## src/rtl/hazard_forward_ctrl.sv

```systemverilog
// hazard_forward_ctrl: EX-operand forwarding selects plus load-use stall/bubble
// control for the 5-stage pipeline. Shadows dest/reg_write/mem_read/valid of
// the instructions in EX, MEM and WB.
// Macro HAZARD_FORWARDING_EN: defined -> forwarding with single-bubble
// load-use stall; undefined -> no forwarding, stall until EX/MEM no longer
// write a used source.
module hazard_forward_ctrl #(
  parameter int REG_BITS = 5,
  parameter int SEL_BITS = 2
) (
  input  logic                clk,
  input  logic                reset,
  input  logic                hold,
  input  logic                flush,
  input  logic [REG_BITS-1:0] id_rs,
  input  logic [REG_BITS-1:0] id_rt,
  input  logic                id_use_rs,
  input  logic                id_use_rt,
  input  logic [REG_BITS-1:0] id_dest,
  input  logic                id_reg_write,
  input  logic                id_mem_read,
  output logic [SEL_BITS-1:0] forward_a,
  output logic [SEL_BITS-1:0] forward_b,
  output logic                stall,
  output logic                bubble
);

  typedef enum logic {RUN, LDSTALL} state_t;

  state_t state, state_nx;

  logic                ex_vld, ex_rw, ex_mr;
  logic [REG_BITS-1:0] ex_dest;
  logic                mem_vld, mem_rw, mem_mr;
  logic [REG_BITS-1:0] mem_dest;
  logic                wb_vld, wb_rw, wb_mr;
  logic [REG_BITS-1:0] wb_dest;
  logic                hazard;

  // A stage "writes r": valid, writes the RF, same index, and r is not r0.
  function automatic logic writes(input logic v, input logic rw,
                                  input logic [REG_BITS-1:0] d,
                                  input logic [REG_BITS-1:0] r);
    return v & rw & (d == r) & (r != '0);
  endfunction

`ifdef HAZARD_FORWARDING_EN
  // Only a load in EX cannot be forwarded in time; ALU results are bypassed.
  // The LDSTALL gate is redundant with the EX bubble but makes the 1-cycle
  // cost explicit.
  assign hazard = (state == RUN) & ex_vld & ex_mr &
                  ((id_use_rs & writes(ex_vld, ex_rw, ex_dest, id_rs)) |
                   (id_use_rt & writes(ex_vld, ex_rw, ex_dest, id_rt)));
`else
  // No bypass: wait until neither EX nor MEM writes a used source. WB is
  // not checked because the RF writes in the first half-cycle.
  assign hazard =
    (id_use_rs & (writes(ex_vld, ex_rw, ex_dest, id_rs) |
                  writes(mem_vld, mem_rw, mem_dest, id_rs))) |
    (id_use_rt & (writes(ex_vld, ex_rw, ex_dest, id_rt) |
                  writes(mem_vld, mem_rw, mem_dest, id_rt)));
`endif

  // A flushed ID instruction is discarded, so there is nothing to hold back.
  assign stall  = hazard & ~flush;
  assign bubble = hazard | flush;

  // FSM state register
  always_ff @(posedge clk or posedge reset) begin
    if (reset) state <= RUN;
    else       state <= state_nx;
  end

  // FSM next state: LDSTALL marks the cycle the stalled consumer waits
  always_comb begin
    state_nx = state;
    if (!hold) begin
      case (state)
        RUN:     if (stall) state_nx = LDSTALL;
`ifdef HAZARD_FORWARDING_EN
        LDSTALL: state_nx = RUN;
`else
        LDSTALL: if (!stall) state_nx = RUN;
`endif
        default: state_nx = RUN;
      endcase
    end
  end

  // Shadow pipeline; a bubble enters EX as an invalid, non-writing slot
  always_ff @(posedge clk or posedge reset) begin
    if (reset) begin
      ex_vld  <= 1'b0; ex_rw  <= 1'b0; ex_mr  <= 1'b0; ex_dest  <= '0;
      mem_vld <= 1'b0; mem_rw <= 1'b0; mem_mr <= 1'b0; mem_dest <= '0;
      wb_vld  <= 1'b0; wb_rw  <= 1'b0; wb_mr  <= 1'b0; wb_dest  <= '0;
    end else if (!hold) begin
      wb_vld  <= mem_vld; wb_rw  <= mem_rw; wb_mr  <= mem_mr; wb_dest  <= mem_dest;
      mem_vld <= ex_vld;  mem_rw <= ex_rw;  mem_mr <= ex_mr;  mem_dest <= ex_dest;
      ex_vld  <= ~bubble;
      ex_rw   <= id_reg_write & ~bubble;
      ex_mr   <= id_mem_read & ~bubble;
      ex_dest <= id_dest;
    end
  end

  // WB (and MEM load flag) is tracked for visibility but never consulted.
  logic unused_shadow;
  assign unused_shadow = ^{wb_vld, wb_rw, wb_mr, wb_dest, mem_mr, ex_mr};

`ifdef HAZARD_FORWARDING_EN
  localparam logic [SEL_BITS-1:0] FWD_RF    = SEL_BITS'(0);
  localparam logic [SEL_BITS-1:0] FWD_MEMWB = SEL_BITS'(1);
  localparam logic [SEL_BITS-1:0] FWD_EXMEM = SEL_BITS'(2);

  // Select for the instruction entering EX: current EX is next cycle's
  // EX/MEM (priority), current MEM is next cycle's MEM/WB.
  function automatic logic [SEL_BITS-1:0] fsel(input logic [REG_BITS-1:0] r,
                                               input logic u);
    if (!u)                                     return FWD_RF;
    if (writes(ex_vld, ex_rw, ex_dest, r))      return FWD_EXMEM;
    if (writes(mem_vld, mem_rw, mem_dest, r))   return FWD_MEMWB;
    return FWD_RF;
  endfunction

  // Registered selects, stable for the whole EX cycle of the instruction
  always_ff @(posedge clk or posedge reset) begin
    if (reset) begin
      forward_a <= FWD_RF;
      forward_b <= FWD_RF;
    end else if (!hold) begin
      forward_a <= bubble ? FWD_RF : fsel(id_rs, id_use_rs);
      forward_b <= bubble ? FWD_RF : fsel(id_rt, id_use_rt);
    end
  end
`else
  assign forward_a = '0;
  assign forward_b = '0;
`endif

endmodule
```

## config.mk

```make
export PLATFORM = sky130hd
export DESIGN_NAME = hazard_forward_ctrl
export DESIGN_NICKNAME = d
export VERILOG_FILES = /design/src/rtl/hazard_forward_ctrl.sv
export SDC_FILE = /design/constraint.sdc
export NUM_CORES = 1
export LEC_CHECK = 0
export CORE_AREA = 8 8 51 53
export CTS_BUF_LIST = sky130_fd_sc_hd__clkbuf_8
export CTS_CLUSTER_SIZE = 30
export DETAILED_ROUTE_END_ITERATION = 10
export DIE_AREA = 0 0 59 61
export PLACE_DENSITY_LB_ADDON = 0.08
export SYNTH_ARGS = -nofsm -noshare
export SYNTH_HDL_FRONTEND = slang
export SYNTH_SLANG_ARGS = --single-unit
```

## constraint.sdc

```tcl
create_clock -name clk -period 4.9 [get_ports clk]
set_clock_uncertainty 0.1 [all_clocks]
set_input_delay 0.98 -clock clk [delete_from_list [all_inputs] [get_ports clk]]
set_output_delay 0.98 -clock clk [all_outputs]
set_load 0.005 [all_outputs]
```

==> out/metrics.cfg, run 1 <==
[synthesis]
synthFlopType = dfrtp_1
yosysMostFrequentCell = xor2_1
synthTopCellsByCount = xor2_1, dfrtp_1, mux2_2
syn_area_per_cell_um2 = 10.9
synth_cells = 79
ys_ff_latch = 14
synth_edf_count = 0
ys_warn_count = 0
yosys.area.top_type_share = 0.408
ys_types = 21
async_flop_share = 1.00
yosysSeqAreaShare = 0.408
synth_area_um2 = 860
yosys.area.top_type = dfrtp_1
synth.top_cells.by_area = dfrtp_1, xor2_1, mux2_2, mux2_1, buf_4

[cts]
cts_max_level = 1
post_cts_resize_count = 0
cts_tree = built
clk_transition_reported_paths_ns = 0.05
cts_buffer_depth = 2
numCtsBuffers = 3
cts_num_sinks = 14
hold_buffers = 0
cts_setup_buffers = 0
clk_latency_ns = 0.24
clock_tree.root_cell = clkbuf_8

[power]
powerDensity_mw_per_mm2 = 264
leakage_nw = 0.470
irDropWorstVdd_mv = 0.225
p_total_mw = 0.301

[drt]
routedWlPerCell_um = 13.3
drc = 0
drt_iter0_markers = 9
drt_pass1_iterations = 4
vias = 622
vias_per_cell = 4.82
finalWirelength_um = 1710
postRouteAntennaNets = 0

[setup_path]
timing.rr.start = ex_dest[2]
reg2reg_slack_ns = 3.28
reg2reg_depth = 5
worst_setup_path_start_kind = primary input
crit_required_ns = 3.82
worstReg2RegEnd = ex_vld
critical_path.max_fanout = 4
endpoint = stall
startpoint = id_rt[2]
crit_arrival_ns = 2.98
end_kind = output pin
path_class = in -> out

[grt]
grt_pass1_vias = 679
grt_most_used_layer = met2
gr-usage-met2 = 0.160
grt_pass1_wl_um = 2870
globalRoute.totalOverflow = 0
grtUsageTotal = 0.103
met3_usage = 0.0530
grt_use_met1 = 0.118
grt_antenna_before_repair = 0
grt_start_max_net_pins = 17

[layout]
diodes = 0
nFillCells = 166
drive_gt1_frac = 0.147
finalNetCount = 127
syn2layout_area_growth_pct = 32.3
fin_area_mm2 = 0.00114

[timing]
finalSetupViolations = 0
hold_viol_final = 0
fmax_mhz = 246
hold-worst-slack_ns = 0.409
slew_headroom = 0.511
final_max_slew_viol_count = 0
rsz0062_at_grt = false
period_share = 0.828
period_needed_ns = 4.06
fin_tns_setup_ns = 0
worst_slew_pin_slew_ns = 0.731

[floorplan]
core_mm2 = 0.00184
die_w_um = 59
initial_utilization = 0.467
core.rowCount = 16
die_area_mm2 = 0.00360
die_y_um = 61
ios = 29

[flow_run]
maxCapViolations = 0

[place]
io_buffers = 23
place_congestion = 0.787
dp_hpwl_um = 1390
placed_cell_area_mm2 = 0.00110

[min_path]
hp-start = mem_rw
hold_class = reg -> reg

[status]
outcome = finished clean

-- worst max-delay path, cell delays in order --
cell,delay (ns)
clkdlybuf4s50_1,0.47
xor2_1,0.16
nor4_1,0.33
a22oi_1,0.14
o22ai_2,0.21
nor2b_1,0.17
clkdlybuf4s50_1,0.51
-- worst min-delay path by stage --
stage / endpoint / slack (ns) / cells past startpoint
after detailed placement: mem_rw / 0.40 / 1
after global placement: mem_rw / 0.39 / 1
after floorplan: ex_rw / 0.38 / 2
after global routing: ex_vld / 0.44 / 2
final: mem_rw / 0.41 / 1
after CTS: mem_rw / 0.41 / 1
-- metal layers --
metal	wire [um]	vias up
li1	-	309
met1	754	292
met2	768	19
met3	182	2
met4	7	0
met5	0	-
-- cell usage in the layout (no fill, tap or decap), drive strengths merged --
| master | instances |
|---|---|
| a22oi | 2 |
| clkbuf | 3 |
| clkdlybuf4s50 | 23 |
| nor2 | 5 |
| o22ai | 1 |
| or4 | 2 |
| nand2 | 5 |
| inv | 1 |
| mux2 | 12 |
| or2 | 1 |
| nor4 | 4 |
| o31ai | 1 |
| o21ai | 3 |
| xor2 | 20 |
| conb | 4 |
| dfrtp | 14 |
| nor2b | 1 |
-- cell type report --
cell class / instances / area, um^2 / area share
multi-input combinational: 61 / 478 / 0.420
sequential: 14 / 350 / 0.308
timing repair buffer: 23 / 230 / 0.202
clock buffer: 3 / 41.3 / 0.0363
tap: 27 / 33.8 / 0.0297
inverter: 1 / 3.75 / 0.00330
-- kinds of logic after synthesis --
| kind of cell | synth area share |
|---|---|
| AND/OR/NAND/NOR | 0.109 |
| flip-flops | 0.408 |
| other | 0.00436 |
| AO/OA/AOI/OAI | 0.0684 |
| multiplexers | 0.157 |
| XOR/XNOR | 0.204 |
| buffers and inverters | 0.0495 |
-- stage by stage --
stage / util / worst slack [ns] / std cells
finish: 0.618 / 0.840 / 129
global route: 0.618 / 0.730 / 129
CTS: 0.618 / 0.823 / 129
detailed placement: 0.595 / 0.819 / 126
global placement: 0.595 / 0.844 / 126
floorplan: - / 1.86 / 82
-- flip-flops by register name (all words and copies together) (netlist names) --
register and cells:
ex_vld 1, mem_dest 5, mem_rw 1, mem_vld 1
ex_rw 1, ex_dest 5
-- power by group --
group / internal (mW) / leakage [nW] / total [mW] / switching, mW
Sequential: 0.130 / 0.168 / 0.144 / 0.0147
Combinational: 0.0406 / 0.281 / 0.0669 / 0.0263
Clock: 0.0541 / 0.0216 / 0.0896 / 0.0354
Total: 0.224 / 0.470 / 0.301 / 0.0764
No activity file was read; power rests on OpenSTA's default activity.
==> inputs of run 2 (changes only) <==
Settings changed: CORE_AREA 8 8 51 53 to 8 8 55 57, DIE_AREA 0 0 59 61 to 0 0 63 65.
Clock period 4.9 ns to 3.5 ns, I/O delays scaled along.
==> run 2 against run 1 <==
  * Cell area grew 6.6%
  * Clock-buffer cell count rose by 1
  * Register-to-register slack got worse by 1.6 ns
  * Flip-flop and latch count stayed put
  * Critical path depth unchanged
  * Sequential power increased by 40%
  * Setup slack worse by 0.71 ns
  * Clock power is 74% higher
  * Largest cell class unchanged
==> out/metrics.cfg, run 2 (synthesis results as in run 1) <==
[status]
outcome = finished clean

[power]
powerDensity_mw_per_mm2 = 378
leakage_nw = 0.550
irDropWorstVdd_mv = 0.308

[layout]
final_common_cell = xor2_1
reg_top3 = ex_dest (5), mem_dest (5)
syn2layout_area_growth_pct = 41.0
drive_gt1_frac = 0.224
finalNetCount = 131
fin_area_mm2 = 0.00121
diodes = 0
layout_common_cells = xor2_1, clkdlybuf4s50_1, dfrtp_1

[setup_path]
crit_arrival_ns = 2.57
worst_setup_path_start_kind = primary input
critical_path.max_fanout = 4
path_class = in -> out
end_kind = output pin
crit_required_ns = 2.70

[floorplan]
core_mm2 = 0.00215
die_y_um = 65
core.rowCount = 17
die_area_mm2 = 0.00410
ios = 29
initial_utilization = 0.400
die_w_um = 63

[cts]
numCtsBuffers = 3
cts_tree = built
clk_latency_ns = 0.24
clk_transition_reported_paths_ns = 0.06
cts_buffer_depth = 2
clock_tree.root_cell = clkbuf_8
cts_max_level = 1
cts_num_sinks = 14

[drt]
drt_pass1_iterations = 3
drc = 0
drt_iter0_markers = 9
finalWirelength_um = 1920
postRouteAntennaNets = 0
vias_per_cell = 4.78
vias = 645
routedWlPerCell_um = 14.2

[grt]
grt_antenna_before_repair = 0
gr-usage-met2 = 0.152
globalRoute.totalOverflow = 0
grt_most_used_layer = met2
grtUsageTotal = 0.0963
grt_start_max_net_pins = 17
met3_usage = 0.0412
grt_pass1_wl_um = 3180
grt_use_met1 = 0.108
grt_pass1_vias = 710

[timing]
rsz0062_at_grt = false
period_share = 0.962
worst_slew_pin_slew_ns = 0.682
hold_viol_final = 0
fin_tns_setup_ns = 0
hold-worst-slack_ns = 0.414
final_max_slew_viol_count = 0
finalSetupViolations = 0
fmax_mhz = 297
slew_headroom = 0.544
period_needed_ns = 3.37

[place]
io_buffers = 23
place_congestion = 0.862
placed_cell_area_mm2 = 0.00112
dp_hpwl_um = 1520

[flow_run]
maxCapViolations = 0

[min_path]
hold_class = reg -> reg

run 2: what timing repair did:
action	CTS	global route
pin swaps	4	5
setup buffers	1	0
gates resized for setup	3	8
hold buffers	0	0
setup endpoints to repair	1	2
run 2: worst max-delay path: stages:
cell             delay (ns)
clkdlybuf4s50_1        0.49
xor2_1                 0.18
nor4_2                 0.23
a22oi_1                0.11
o22ai_2                0.18
nor2b_1                0.16
clkdlybuf4s50_1        0.51
run 2: metal layers:
metal  vias up  share of wire
met5         -              0
met4         0          0.017
met3         5          0.067
met2        19           0.48
met1       302           0.44
li1        319              -
run 2: final timing paths:
path | start | endpoint | slack, ns | cells after the start
setup / recovery | id_rt[4] | stall | 0.13 | 7
hold / removal | mem_vld | mem_vld | 0.41 | 1
setup reg to reg | mem_dest[2] | ex_vld | 1.70 | 7
hold reg to reg | mem_vld | mem_vld | 0.41 | 1
max in group asynchronous | reset | ex_dest[1] | 2.24 | 2
min in group asynchronous | reset | ex_dest[2] | 0.70 | 2
run 2: area by class of cell:
cell class / instances / area [um^2]
fillers: 191 / 936
multi-input cells: 61 / 498
repair buffers: 27 / 270
flip-flops and latches: 14 / 350
well taps: 28 / 35.0
clock buffers: 4 / 55.1
inverters: 1 / 3.75
run 2: per-stage QoR:
stage | util | setup slack (ns) | total power, mW | cells
floorplan | - | 1.02 | 0.259 | 82
global placement | 0.521 | -0.0152 | 0.301 | 130
detailed placement | 0.521 | -0.0199 | 0.302 | 130
CTS | 0.552 | 0.0117 | 0.462 | 135
global route | 0.564 | 0.0197 | 0.486 | 135
finish | 0.564 | 0.135 | 0.458 | 135
run 2: report_power, final:
part | switching [mW] | leakage [nW] | internal, mW
Combinational | 0.0413 | 0.354 | 0.0582
Sequential | 0.0207 | 0.168 | 0.181
Clock | 0.0564 | 0.0288 | 0.0996
